## config.mk

```make
export PLATFORM = sky130hd
export DESIGN_NAME = queue_pkt_reader
export DESIGN_NICKNAME = d
export VERILOG_FILES = /design/src/rtl/queue_pkg.sv /design/src/rtl/queue_rd_skid.sv /design/src/rtl/queue_pkt_reader.sv
export SDC_FILE = /design/constraint.sdc
export NUM_CORES = 1
export LEC_CHECK = 0
export BUFFER_PORTS_ARGS = -buffer_cell sky130_fd_sc_hd__buf_2
export CAP_MARGIN = 15
export CORE_MARGIN = 3
export CORE_UTILIZATION = 58
export DETAILED_ROUTE_END_ITERATION = 8
export PLACE_DENSITY = 0.87
export SLEW_MARGIN = 20
export SYNTH_ARGS = -nofsm -noshare
export SYNTH_HDL_FRONTEND = slang
export SYNTH_SLANG_ARGS = --single-unit
```

## constraint.sdc

```tcl
create_clock -name clk -period 15.9 [get_ports clk]
set_input_delay 3.18 -clock clk [delete_from_list [all_inputs] [get_ports clk]]
set_output_delay 3.18 -clock clk [all_outputs]
set_load 0.01 [all_outputs]
```

## src/rtl/queue_pkg.sv

```systemverilog
// Shared constants and FSM encoding for the packet
// queue read side.
package queue_pkg;

   localparam int DATA_W  = 64;
   localparam int INNER_W = 8;
   localparam int OUTER_W = 2;
   localparam int NUM_SEG = 1 << OUTER_W;

   typedef enum logic [1:0] {
      ST_IDLE   = 2'd0,
      ST_STREAM = 2'd1,
      ST_DRAIN  = 2'd2
   } rd_state_e;

endpackage

```

## src/rtl/queue_rd_skid.sv

```systemverilog
// Two-entry skid FIFO between the queue RAM read port
// and the downstream valid/ready interface.
module queue_rd_skid #(
   parameter int W = 65
) (
   input  logic         clk,
   input  logic         reset,
   input  logic         in_valid,
   input  logic [W-1:0] in_data,
   output logic         out_valid,
   output logic [W-1:0] out_data,
   input  logic         out_rdy,
   output logic [1:0]   count
);

   logic [W-1:0] buf_q [2];
   logic         rd_ptr;
   logic         wr_ptr;
   logic         push;
   logic         pop;

   assign push      = in_valid;
   assign pop       = out_valid & out_rdy;
   assign out_valid = (count != 2'd0);
   assign out_data  = buf_q[rd_ptr];

   // Upstream credit accounting guarantees push never hits a full buffer.
   always_ff @(posedge clk) begin
      if (reset) begin
         rd_ptr <= 1'b0;
         wr_ptr <= 1'b0;
         count  <= 2'd0;
      end else begin
         if (push) begin
            buf_q[wr_ptr] <= in_data;
            wr_ptr        <= ~wr_ptr;
         end
         if (pop)
            rd_ptr <= ~rd_ptr;
         count <= count + 2'(push) - 2'(pop);
      end
   end

endmodule

```

## src/rtl/queue_pkt_reader.sv

```systemverilog
// Read-side engine of the 4-segment packet queue:
// drains committed segments in ring order onto a valid/ready stream.
module queue_pkt_reader
   import queue_pkg::*;
(
   input  logic                       clk,
   input  logic                       reset,
   input  logic                       seg_commit,
   input  logic [OUTER_W-1:0]         seg_commit_id,
   input  logic [INNER_W-1:0]         seg_commit_last,
   output logic [NUM_SEG-1:0]         seg_valid,
   input  logic                       queue_out_en,
   output logic                       mem_ren,
   output logic [OUTER_W+INNER_W-1:0] mem_raddr,
   input  logic [DATA_W-1:0]          mem_rdata,
   output logic [DATA_W-1:0]          out_data,
   output logic                       out_valid,
   input  logic                       out_rdy,
   output logic                       out_pkt_end,
   output logic                       pkt_done,
   output logic                       commit_err,
   output logic [OUTER_W-1:0]         RP_outer,
   output logic [INNER_W-1:0]         RP_inner
);

   rd_state_e          state;
   rd_state_e          state_nxt;
   logic [INNER_W-1:0] last_addr [NUM_SEG];
   logic [INNER_W-1:0] cur_last;
   logic               issue;
   logic               issue_last;
   logic               release_pkt;
   logic               fl_valid;
   logic               fl_end;
   logic [1:0]         skid_cnt;
   logic [DATA_W:0]    skid_head;
   logic               skid_pop;
   logic [2:0]         occ;
   logic               credit_ok;
   logic               commit_ok;

   assign cur_last  = last_addr[RP_outer];
   assign mem_raddr = {RP_outer, RP_inner};
   assign mem_ren   = issue;
   assign skid_pop  = out_valid & out_rdy;

   // A word leaving the skid this cycle frees its slot for a new issue.
   assign occ       = {1'b0, skid_cnt} + {2'b0, fl_valid} - {2'b0, skid_pop};
   assign credit_ok = (occ < 3'd2);

   assign out_data    = skid_head[DATA_W-1:0];
   assign out_pkt_end = out_valid & skid_head[DATA_W];

   always_ff @(posedge clk) begin
      if (reset)
         state <= ST_IDLE;
      else
         state <= state_nxt;
   end

   always_comb begin
      state_nxt = state;
      unique case (state)
         ST_IDLE:
            if (queue_out_en && seg_valid[RP_outer])
               state_nxt = ST_STREAM;
         ST_STREAM:
            if (issue_last)
               state_nxt = ST_DRAIN;
         ST_DRAIN:
            if (release_pkt)
               state_nxt = ST_IDLE;
         default:
            state_nxt = ST_IDLE;
      endcase
   end

   always_comb begin
      issue       = 1'b0;
      issue_last  = 1'b0;
      release_pkt = 1'b0;
      unique case (state)
         ST_STREAM: begin
            issue      = credit_ok;
            issue_last = credit_ok && (RP_inner == cur_last);
         end
         ST_DRAIN:
            release_pkt = skid_pop && out_pkt_end;
         default: ;
      endcase
   end

   always_ff @(posedge clk) begin
      if (reset) begin
         RP_outer <= '0;
         RP_inner <= '0;
         fl_valid <= 1'b0;
         fl_end   <= 1'b0;
         pkt_done <= 1'b0;
      end else begin
         fl_valid <= issue;
         fl_end   <= issue_last;
         pkt_done <= release_pkt;
         if (release_pkt) begin
            RP_outer <= RP_outer + OUTER_W'(1);
            RP_inner <= '0;
         end else if (issue) begin
            RP_inner <= RP_inner + INNER_W'(1);
         end
      end
   end

   // Committing into the segment being released this cycle is legal.
   assign commit_ok = !seg_valid[seg_commit_id] ||
                      (release_pkt && (seg_commit_id == RP_outer));

   always_ff @(posedge clk) begin
      if (reset) begin
         seg_valid  <= '0;
         commit_err <= 1'b0;
         for (int i = 0; i < NUM_SEG; i++)
            last_addr[i] <= '0;
      end else begin
         commit_err <= 1'b0;
         if (release_pkt)
            seg_valid[RP_outer] <= 1'b0;
         if (seg_commit) begin
            if (commit_ok) begin
               seg_valid[seg_commit_id] <= 1'b1;
               last_addr[seg_commit_id] <= seg_commit_last;
            end else begin
               commit_err <= 1'b1;
            end
         end
      end
   end

   queue_rd_skid #(
      .W (DATA_W + 1)
   ) u_skid (
      .clk       (clk),
      .reset     (reset),
      .in_valid  (fl_valid),
      .in_data   ({fl_end, mem_rdata}),
      .out_valid (out_valid),
      .out_data  (skid_head),
      .out_rdy   (out_rdy),
      .count     (skid_cnt)
   );

endmodule

```

# Word-level counts from Yosys, hierarchy flattened
# Memories as Yosys holds them, arrays and structs flattened. A register that Yosys moved wholly into a read port is not among the register bits.
# Index checks and enable logic that the tools add are counted.
[classes] n_mux=36 bitwise=8 shifts=0 add_sub_neg=6 n_lt_le_gt_ge=5 div=0 mul=0 n_reduce_logical=14 eq_ne=7
[op_table] cell="2-to-1 mux 1 bit" n=20
[op_table] cell="2-to-1 mux 4 bit" n=4
[op_table] cell="2-to-1 mux 2 bit" n=6
[op_table] cell="adder 8 x 1 -> 8 bit, second input constant" n=1
[op_table] cell="== test 8 bit" n=1
[op_table] cell="2-to-1 mux 8 bit" n=1
[op_table] cell="OR reduction 8 bit" n=1
[op_table] cell="logical AND 1 bit" n=6
[op_table] cell="less-than comparator 2 x 3 -> 1 bit, second input constant" n=2
[op_table] cell="inequality test 2 bit, second input constant" n=3
[op_table] cell="case mux 2 bit (3 select lines)" n=1
[op_table] cell="bitwise AND 4 bit" n=1
[op_table] cell="binary-select mux 1 bit (select 2 bit)" n=2
[op_table] cell="demux 1 bit (select 2 bit)" n=2
[op_table] cell=">= comparator 2 x 1 -> 1 bit, second input constant" n=2
[op_table] cell="NOT 4 bit" n=1
[op_table] cell="OR 4 bit" n=1
[op_table] cell="OR reduction 2 bit" n=2
[op_table] cell="adder 2 x 1 -> 3 bit" n=1
[op_table] cell="less-than comparator 3 x 2 -> 1 bit, second input constant" n=1
[op_table] cell="NOT 1 bit" n=3
[op_table] cell="AND reduction 3 bit" n=1
[op_table] cell="subtractor 3 x 1 -> 3 bit" n=1
[op_table] cell="adder 2 x 1 -> 2 bit" n=1
[op_table] cell="other kinds (10)" n=11
[totals] ramBits=162 memories=2 word_cells=89 latch_bits=0 out_inout_bits=93 in_bits=79 romBits=0 register_bits=24
[mem_list] name="u_skid.buf_q" words=2 word_bits=65 read_ports=1 rd_clocked_by_memory_dff=1 wr=1 line_no="queue_rd_skid.sv:16" text="logic [W-1:0] buf_q [2];"
[mem_list] name="last_addr" words=4 word_bits=8 read_ports=1 rd_clocked_by_memory_dff=1 wr=4 line_no="queue_pkt_reader.sv:28" text="logic [INNER_W-1:0] last_addr [NUM_SEG];"

# Longest topological paths before layout
# Gate-level depths: netlist of the first run.
[logic_depth] depth_word=12 mapped_depth=11 ltp_nobuf=11

# Modules after synthesis
# Synthesis of the first run repeated with hierarchy kept, for this count alone.
[unflattened] cells_unflattened=449 hier_area_um2=7888.8
[modules_own_cells] module="queue_rd_skid" seq_area_each_um2=4003.8 area_each_um2=5136.2 cells_each=224 n_inst=1
[modules_own_cells] module="queue_pkt_reader" seq_area_each_um2=1401.3 area_each_um2=2752.6 cells_each=225 n_inst=1

# Worst setup path after synthesis of the first run
# OpenSTA, ideal clock, no wires.
[synth_path] path_kind="in2reg" start="input reset" end="memory u_skid.buf_q[0][0] (enable)" slack_ns=6.976 setup_time_ns=0.582 t_required_ns=15.318 n_path_buf=2 arrival_time_ns=8.343 stages=3 path_cell_list="clkbuf_1 -> clkbuf_1 -> nor3b_1"
[synth_via] elab_chain_cells=2
[synth_lines] element="from (decl)" line_no="queue_pkt_reader.sv:7" text="input logic reset,"
[synth_lines] element="2-to-1 mux 1 bit" line_no="queue_rd_skid.sv:29" text="if (reset) begin"
[synth_lines] element="2-to-1 mux 1 bit (implied by the code)" line_no="queue_rd_skid.sv:35" text="buf_q[wr_ptr] <= in_data;"
[synth_lines] element="to (decl)" line_no="queue_rd_skid.sv:16"
# Every way passes these cells.

# Final worst setup path of the first run
[layout_path] start="input out_rdy" end="output mem_ren"
[layout_via] elab_chain_cells=4
[layout_lines] element="from (decl)" line_no="queue_pkt_reader.sv:18" text="input logic out_rdy,"
[layout_lines] element="bitwise AND 1 bit" line_no="queue_pkt_reader.sv:45" text="assign skid_pop = out_valid & out_rdy;"
[layout_lines] element="via skid_pop" line_no="queue_pkt_reader.sv:37" text="logic skid_pop;"
[layout_lines] element="subtractor 3 x 1 -> 3 bit" line_no="queue_pkt_reader.sv:48" text="assign occ = {1'b0, skid_cnt} + {2'b0, fl_valid} - {2'b0, skid_pop};"
[layout_lines] element="via occ[1]" line_no="queue_pkt_reader.sv:38" text="logic [2:0] occ;"
[layout_lines] element="less-than comparator 3 x 2 -> 1 bit" line_no="queue_pkt_reader.sv:49" text="assign credit_ok = (occ < 3'd2);"
[layout_lines] element="2-to-1 mux 1 bit" line_no="queue_pkt_reader.sv:82" text="unique case (state)"
[layout_lines] element="to (decl)" line_no="queue_pkt_reader.sv:13" text="output logic mem_ren,"
# The timed path passes the listed nets, and every way through them passes these cells.

==> reports/metrics.csv, run 1 <==
stage,metric,value,unit
power_and_ir_drop,P_leak,3.44,nW
critical_path,R2R cell count,11,
synthesis,Synth Net Count,514,
layout,share of cells above drive strength 1,46.5,%
sta,hold slack,428,ps
die,Placement Rows,40,
route,routed length per placed instance,17.9,um
synthesis,Netlist cell types,39,
clock_network,cts bufs inserted,17,
critical_path,CP required,12720,ps
clock_network,htree depth,4,
synthesis,synthesized cell area,0.00751,mm2
sta,top achievable clock speed,114,MHz
sta,RSZ-0062 raised after global routing,false,
global_routing,initial antenna violation count,1,
hold_path,Hold Crit Depth,0,
clock_network,Clock Path Buffers,2,
layout,Final Core Density,73.7,%
die,core footprint,0.0123,mm2
sta,Final Hold Fails,0,
clock_network,# clock sinks,189,
clock_network,setup bufs post-CTS,0,
hold_path,Worst Hold Path EP,u_skid.buf_q[0][64],
placed_design,hpwl dp,9620,um
global_routing,pin count of the biggest net entering global routing,66,
hold_path,min-delay src,fl_end,
global_routing,vias in the first global route,4320,
sta,fin. max-slew vios,0,
route,remaining antenna violation count,0,
critical_path,Critical Path Sink Type,output port,
sta,Slew @ Worst Pin,852,ps
route,DRT iter0 DRCs,296,
die,Top Ports,172,
synthesis,Mapped Avg Cell Area,17.6,um2
route,via count,4137,
layout,most frequent cells in the layout,"buf_2, edfxtp_1, mux2_2",
clock_network,# resized after CTS,0,
synthesis,"EDFF count, synth",162,
synthesis,Post-synth ARST share,0,%
die,total die area,0.0143,mm2
layout,"commonest non-fill, non-tap cell in the layout",buf_2,
critical_path,startpoint types,primary input,
hold_path,worst min-delay path category,reg -> reg,
layout,Filler cells,757,
global_routing,first-pass GRT wire length,21900,um
route,WL final,13900,um
route,drt via density,5.30,
global_routing,gr ovfl total,0,
die,Initial Util,61.0,%
layout,Syn-to-layout area delta,20.9,%
placed_design,Placed Cells incl. Taps,747,
die,Die Wd,120,um
die,Die Span Y,120,um
clock_network,Clock Latency Late Sink,420,ps
placed_design,gpl congestion,0.806,
critical_path,RR Endpoint,RP_inner[5],
synthesis,Synth Warn #,0,
power_and_ir_drop,VDD IR max,0.0686,mV
sta,Final Skew,6.01,ps
synthesis,number of synthesized register bits,189,
sta,setup total negative slack,0,ps
placed_design,I/O Buffers,171,
clock_network,hold bufs inserted after CTS,0,
sta,shortest period the worst path allows,8740,ps
layout,FF+latch area,0.00541,mm2
layout,area taken by multi-input logic gates,0.00195,mm2
critical_path,r2r setup slk,12650,ps
clock_network,clock root cell,clkbuf_16,
sta,Slew HR,43.2,%
synthesis,register area share after synthesis,72.0,%
critical_path,critical path class,in -> out,
critical_path,critical path peak fanout,6,
sta,Setup-failing EPs final,0,
global_routing,Total GRT Usage,19.9,%
outcome,status,"finished, final reports clean",
route,# DRC,0,
clock_network,CTS tree,built,
critical_path,Reg2Reg Launch Point,u_skid.count[1],
critical_path,Crit path arrival time,5550,ps
power_and_ir_drop,PwrDens,132,mW/mm2
run,maximum capacitance violations,0,
sta,final period utilization,54.9,%
synthesis,cells after synthesis,427,
layout,Final Non-Filler Cells,780,
layout,Nets,685,
synthesis,Post-synth top flop,edfxtp_1,
route,drt pass-1 iters,4,
clock_network,clock slew at reported path FFs,60,ps
## report_power, final
part	switching, W	internal (W)	leakage, nW
clock	0.000176	0.000248	0.282
sequential	0.00000658	0.000553	1.72
combinational	0.000111	0.000101	1.44
## how the worst max path moves through the flow
stage / startpoint / cells after the start / end / slack [ps]
2_1_floorplan: reset / 3 / u_skid.buf_q[0][0] / 6980
3_3_place_gp: out_rdy / 10 / mem_ren / 7350
3_5_place_dp: out_rdy / 10 / mem_ren / 7270
4_1_cts: out_rdy / 10 / mem_ren / 7220
5_1_grt: out_rdy / 10 / mem_ren / 7070
6_report: out_rdy / 10 / mem_ren / 7170
## metrics by stage
stage	instance area [um2]	worst slack [ps]	total power (W)
after CTS	9070	7220	0.00120
after detailed placement	8480	7270	0.000781
after floorplan	7510	6980	0.000708
after global placement	8480	7350	0.000776
final	9080	7170	0.00120
after global routing	9070	7070	0.00124
## state kept, by name (all words and copies together) (netlist names), named ones only
register	flops
fl_end	1
pkt_done	1
u_skid.rd_ptr	1
fl_valid	1
RP_outer	2
RP_inner	8
commit_err	1
u_skid.buf_q	130
last_addr	32
seg_valid	4
u_skid.wr_ptr	1
u_skid.count	2
state	2
## cell usage after synthesis, types with 2 or more instances
library cell,n,area share [%]
xor2_1,6,0.70
a31o_2,3,0.35
nor4b_4,2,0.63
ha_1,7,1.2
mux4_2,2,0.60
and3_1,3,0.25
inv_1,9,0.45
nor2b_1,2,0.17
nand4_1,3,0.25
buf_4,10,1.0
nand3_1,3,0.20
dfxtp_1,27,7.2
clkbuf_1,11,0.55
edfxtp_1,162,65
mux2_2,64,9.6
xnor2_1,15,1.7
nor4_1,3,0.25
or2_2,2,0.17
a21oi_1,4,0.27
nand2_1,11,0.55
and2_1,32,2.7
mux2i_1,2,0.27
nand2b_1,3,0.25
nor2_1,18,0.90
or2_1,2,0.17
mux4_1,8,2.8
## critical path, stage by stage
cell and delay, ps:
buf_2 90, o21ai_1 260, inv_1 100, ha_1 290, inv_1 50, ha_1 200, fa_1 460, nand2b_1 220
nor3_2 450, buf_2 250
## metal layers
layer,wire length [um],vias up,global-route usage [%]
met4,204,2,7.44
li1,-,1944,-
met2,7390,156,35.4
met5,13,-,0
met3,938,19,5.42
met1,5390,2016,23.1
## kinds of logic after synthesis
family,Yosys count,share of synthesized area (%)
DFF,189,72.0
AOI/OAI and AO/OA,11,1.15
adders and majority gates,8,1.43
xor gates and xnor gates,21,2.45
muxes,76,13.3
and+or+nand+nor,91,7.57
buffers and inverters,31,2.15
## area by class of cell
class,count,area share [%]
diodes,1,0.0276
clock buffers,19,4.77
clock inverters,13,1.82
inverters,9,0.372
multi-input cells,207,21.5
flip-flops and latches,189,59.6
well taps,168,2.32
repair buffers,174,9.68
(Power assumes the default switching activity.)
==> inputs of run 2 (changes only) <==
- CORE_UTILIZATION: 58 -> 54
- PLACE_DENSITY: 0.87 -> 0.82
- clock period: 15.9 -> 9.1 ns (I/O delays scaled with it)
==> reports/metrics.csv, run 2 (synthesis results as in run 1) <==
stage,metric,value,unit
outcome,status,"finished, final reports clean",
clock_network,setup bufs post-CTS,0,
sta,shortest period the worst path allows,5950,ps
clock_network,clock slew at reported path FFs,60,ps
critical_path,"Slowest-stage cell, CP",nor3_2,
clock_network,clock root cell,clkbuf_16,
clock_network,Clock Latency Late Sink,420,ps
layout,share of cells above drive strength 1,46.3,%
die,Die Span Y,124,um
sta,Final Skew,8.17,ps
clock_network,# clock sinks,189,
layout,Antenna Cells,0,
route,# DRC,0,
sta,final worst setup slack,3150,ps
global_routing,vias in the first global route,4143,
route,remaining antenna violation count,0,
die,Die Wd,124,um
route,WL final,14200,um
clock_network,htree depth,4,
clock_network,cts bufs inserted,17,
critical_path,Buf/Inv on CP,4,
sta,Setup-failing EPs final,0,
global_routing,initial antenna violation count,0,
layout,most frequent cells in the layout,"buf_2, edfxtp_1, mux2_2",
layout,design area,0.00906,mm2
critical_path,RR Endpoint,last_addr[1][5],
critical_path,startpoint types,primary input,
die,Initial Util,56.0,%
placed_design,Post-DP Area,0.00849,mm2
sta,Slew @ Worst Pin,742,ps
hold_path,Hold Crit Depth,0,
hold_path,Worst Hold Path EP,u_skid.buf_q[1][64],
layout,largest registers,"u_skid.buf_q (130), last_addr (32), RP_inner (8)",
critical_path,R2R cell count,6,
power_and_ir_drop,VDD IR max,0.120,mV
critical_path,CP required,7280,ps
die,total die area,0.0154,mm2
power_and_ir_drop,PwrDens,227,mW/mm2
layout,"commonest non-fill, non-tap cell in the layout",buf_2,
route,routed length per placed instance,18.0,um
placed_design,gpl congestion,0.792,
placed_design,I/O Buffers,171,
critical_path,Worst path top cell family by delay,adder cells,
critical_path,Crit path arrival time,4130,ps
global_routing,met3 Use GR,4.63,%
global_routing,GRT busiest layer,met2,
global_routing,GR Layer Usage met1,22.0,%
critical_path,critical path peak fanout,6,
sta,RSZ-0062 raised after global routing,false,
critical_path,critical path class,in -> out,
clock_network,Clock Path Buffers,2,
route,DRT iter0 DRCs,245,
critical_path,r2r setup slk,5620,ps
layout,Filler cells,927,
die,Top Ports,172,
clock_network,CTS tree,built,
critical_path,Critical Path Sink Type,output port,
sta,fin. max-slew vios,0,
global_routing,first-pass GRT wire length,21100,um
critical_path,CP max stage delay,470,ps
sta,setup total negative slack,0,ps
layout,Top reg by flops,u_skid.buf_q,
power_and_ir_drop,post-layout total power,0.00206,W
global_routing,met2 usage,32.5,%
clock_network,# resized after CTS,0,
global_routing,gr ovfl total,0,
sta,final period utilization,65.4,%
die,core footprint,0.0134,mm2
layout,max reg flops,130,
route,drt via density,5.33,
run,maximum capacitance violations,0,
hold_path,min-delay src,fl_end,
placed_design,hpwl dp,9800,um
route,via count,4198,
sta,hold slack,431,ps
route,drt pass-1 iters,6,
sta,top achievable clock speed,168,MHz
global_routing,Total GRT Usage,18.6,%
placed_design,pre-CTS WS,3150,ps
power_and_ir_drop,P_leak,3.44,nW
layout,Syn-to-layout area delta,20.7,%
sta,Slew HR,50.6,%
global_routing,pin count of the biggest net entering global routing,57,
layout,Nets,685,
hold_path,worst min-delay path category,reg -> reg,
critical_path,CP cell instances,"buf_2, o21ai_1, inv_1, ha_1, inv_1, ha_1, fa_1, nand2b_1, nor3_2, buf_2",
sta,Final Hold Fails,0,
die,Placement Rows,42,
clock_network,hold bufs inserted after CTS,0,
[run 2: changes by cell type in the layout (fill, tap and decap cells not counted), sizes merged]
cell / change
clkinv: +5
clkbuf: -1
diode: -1
inv: -1
clkinvlp: -2
bufinv: -1
[run 2: layout make-up]
| class | instances | area [um2] | area share [%] |
|---|---|---|---|
| clock inverter | 14 | 145 | 1.60 |
| sequential | 189 | 5410 | 59.7 |
| multi-input combinational | 207 | 1950 | 21.5 |
| inverter | 9 | 33.8 | 0.373 |
| tap | 176 | 220 | 2.43 |
| clock buffer | 18 | 429 | 4.74 |
| timing repair buffer | 174 | 878 | 9.69 |
[run 2: metal layers]
layer | share of wire [%] | vias up
li1 | - | 1936
met1 | 39 | 2080
met2 | 51 | 162
met3 | 7.8 | 20
met4 | 2.1 | 0
met5 | 0 | -
[run 2: through the flow]
step | instances | util (%)
finish | 787 | 67.6
global route | 787 | 67.6
CTS | 787 | 67.6
detailed placement | 755 | 63.3
global placement | 755 | 63.3
floorplan | 427 | -
[run 2: how the worst max path moves through the flow]
stage / start / to / slack (ps) / cells past startpoint
2_1_floorplan: reset / u_skid.buf_q[0][0] / 1540 / 3
3_3_place_gp: out_rdy / mem_ren / 3220 / 10
3_5_place_dp: out_rdy / mem_ren / 3150 / 10
4_1_cts: out_rdy / mem_ren / 3150 / 10
5_1_grt: out_rdy / mem_ren / 3020 / 10
6_report: out_rdy / mem_ren / 3150 / 10
[run 2: where the power goes]
group          internal [W]  switching, W
registers          0.000966     0.0000225
clock network      0.000404      0.000308
logic              0.000175      0.000181
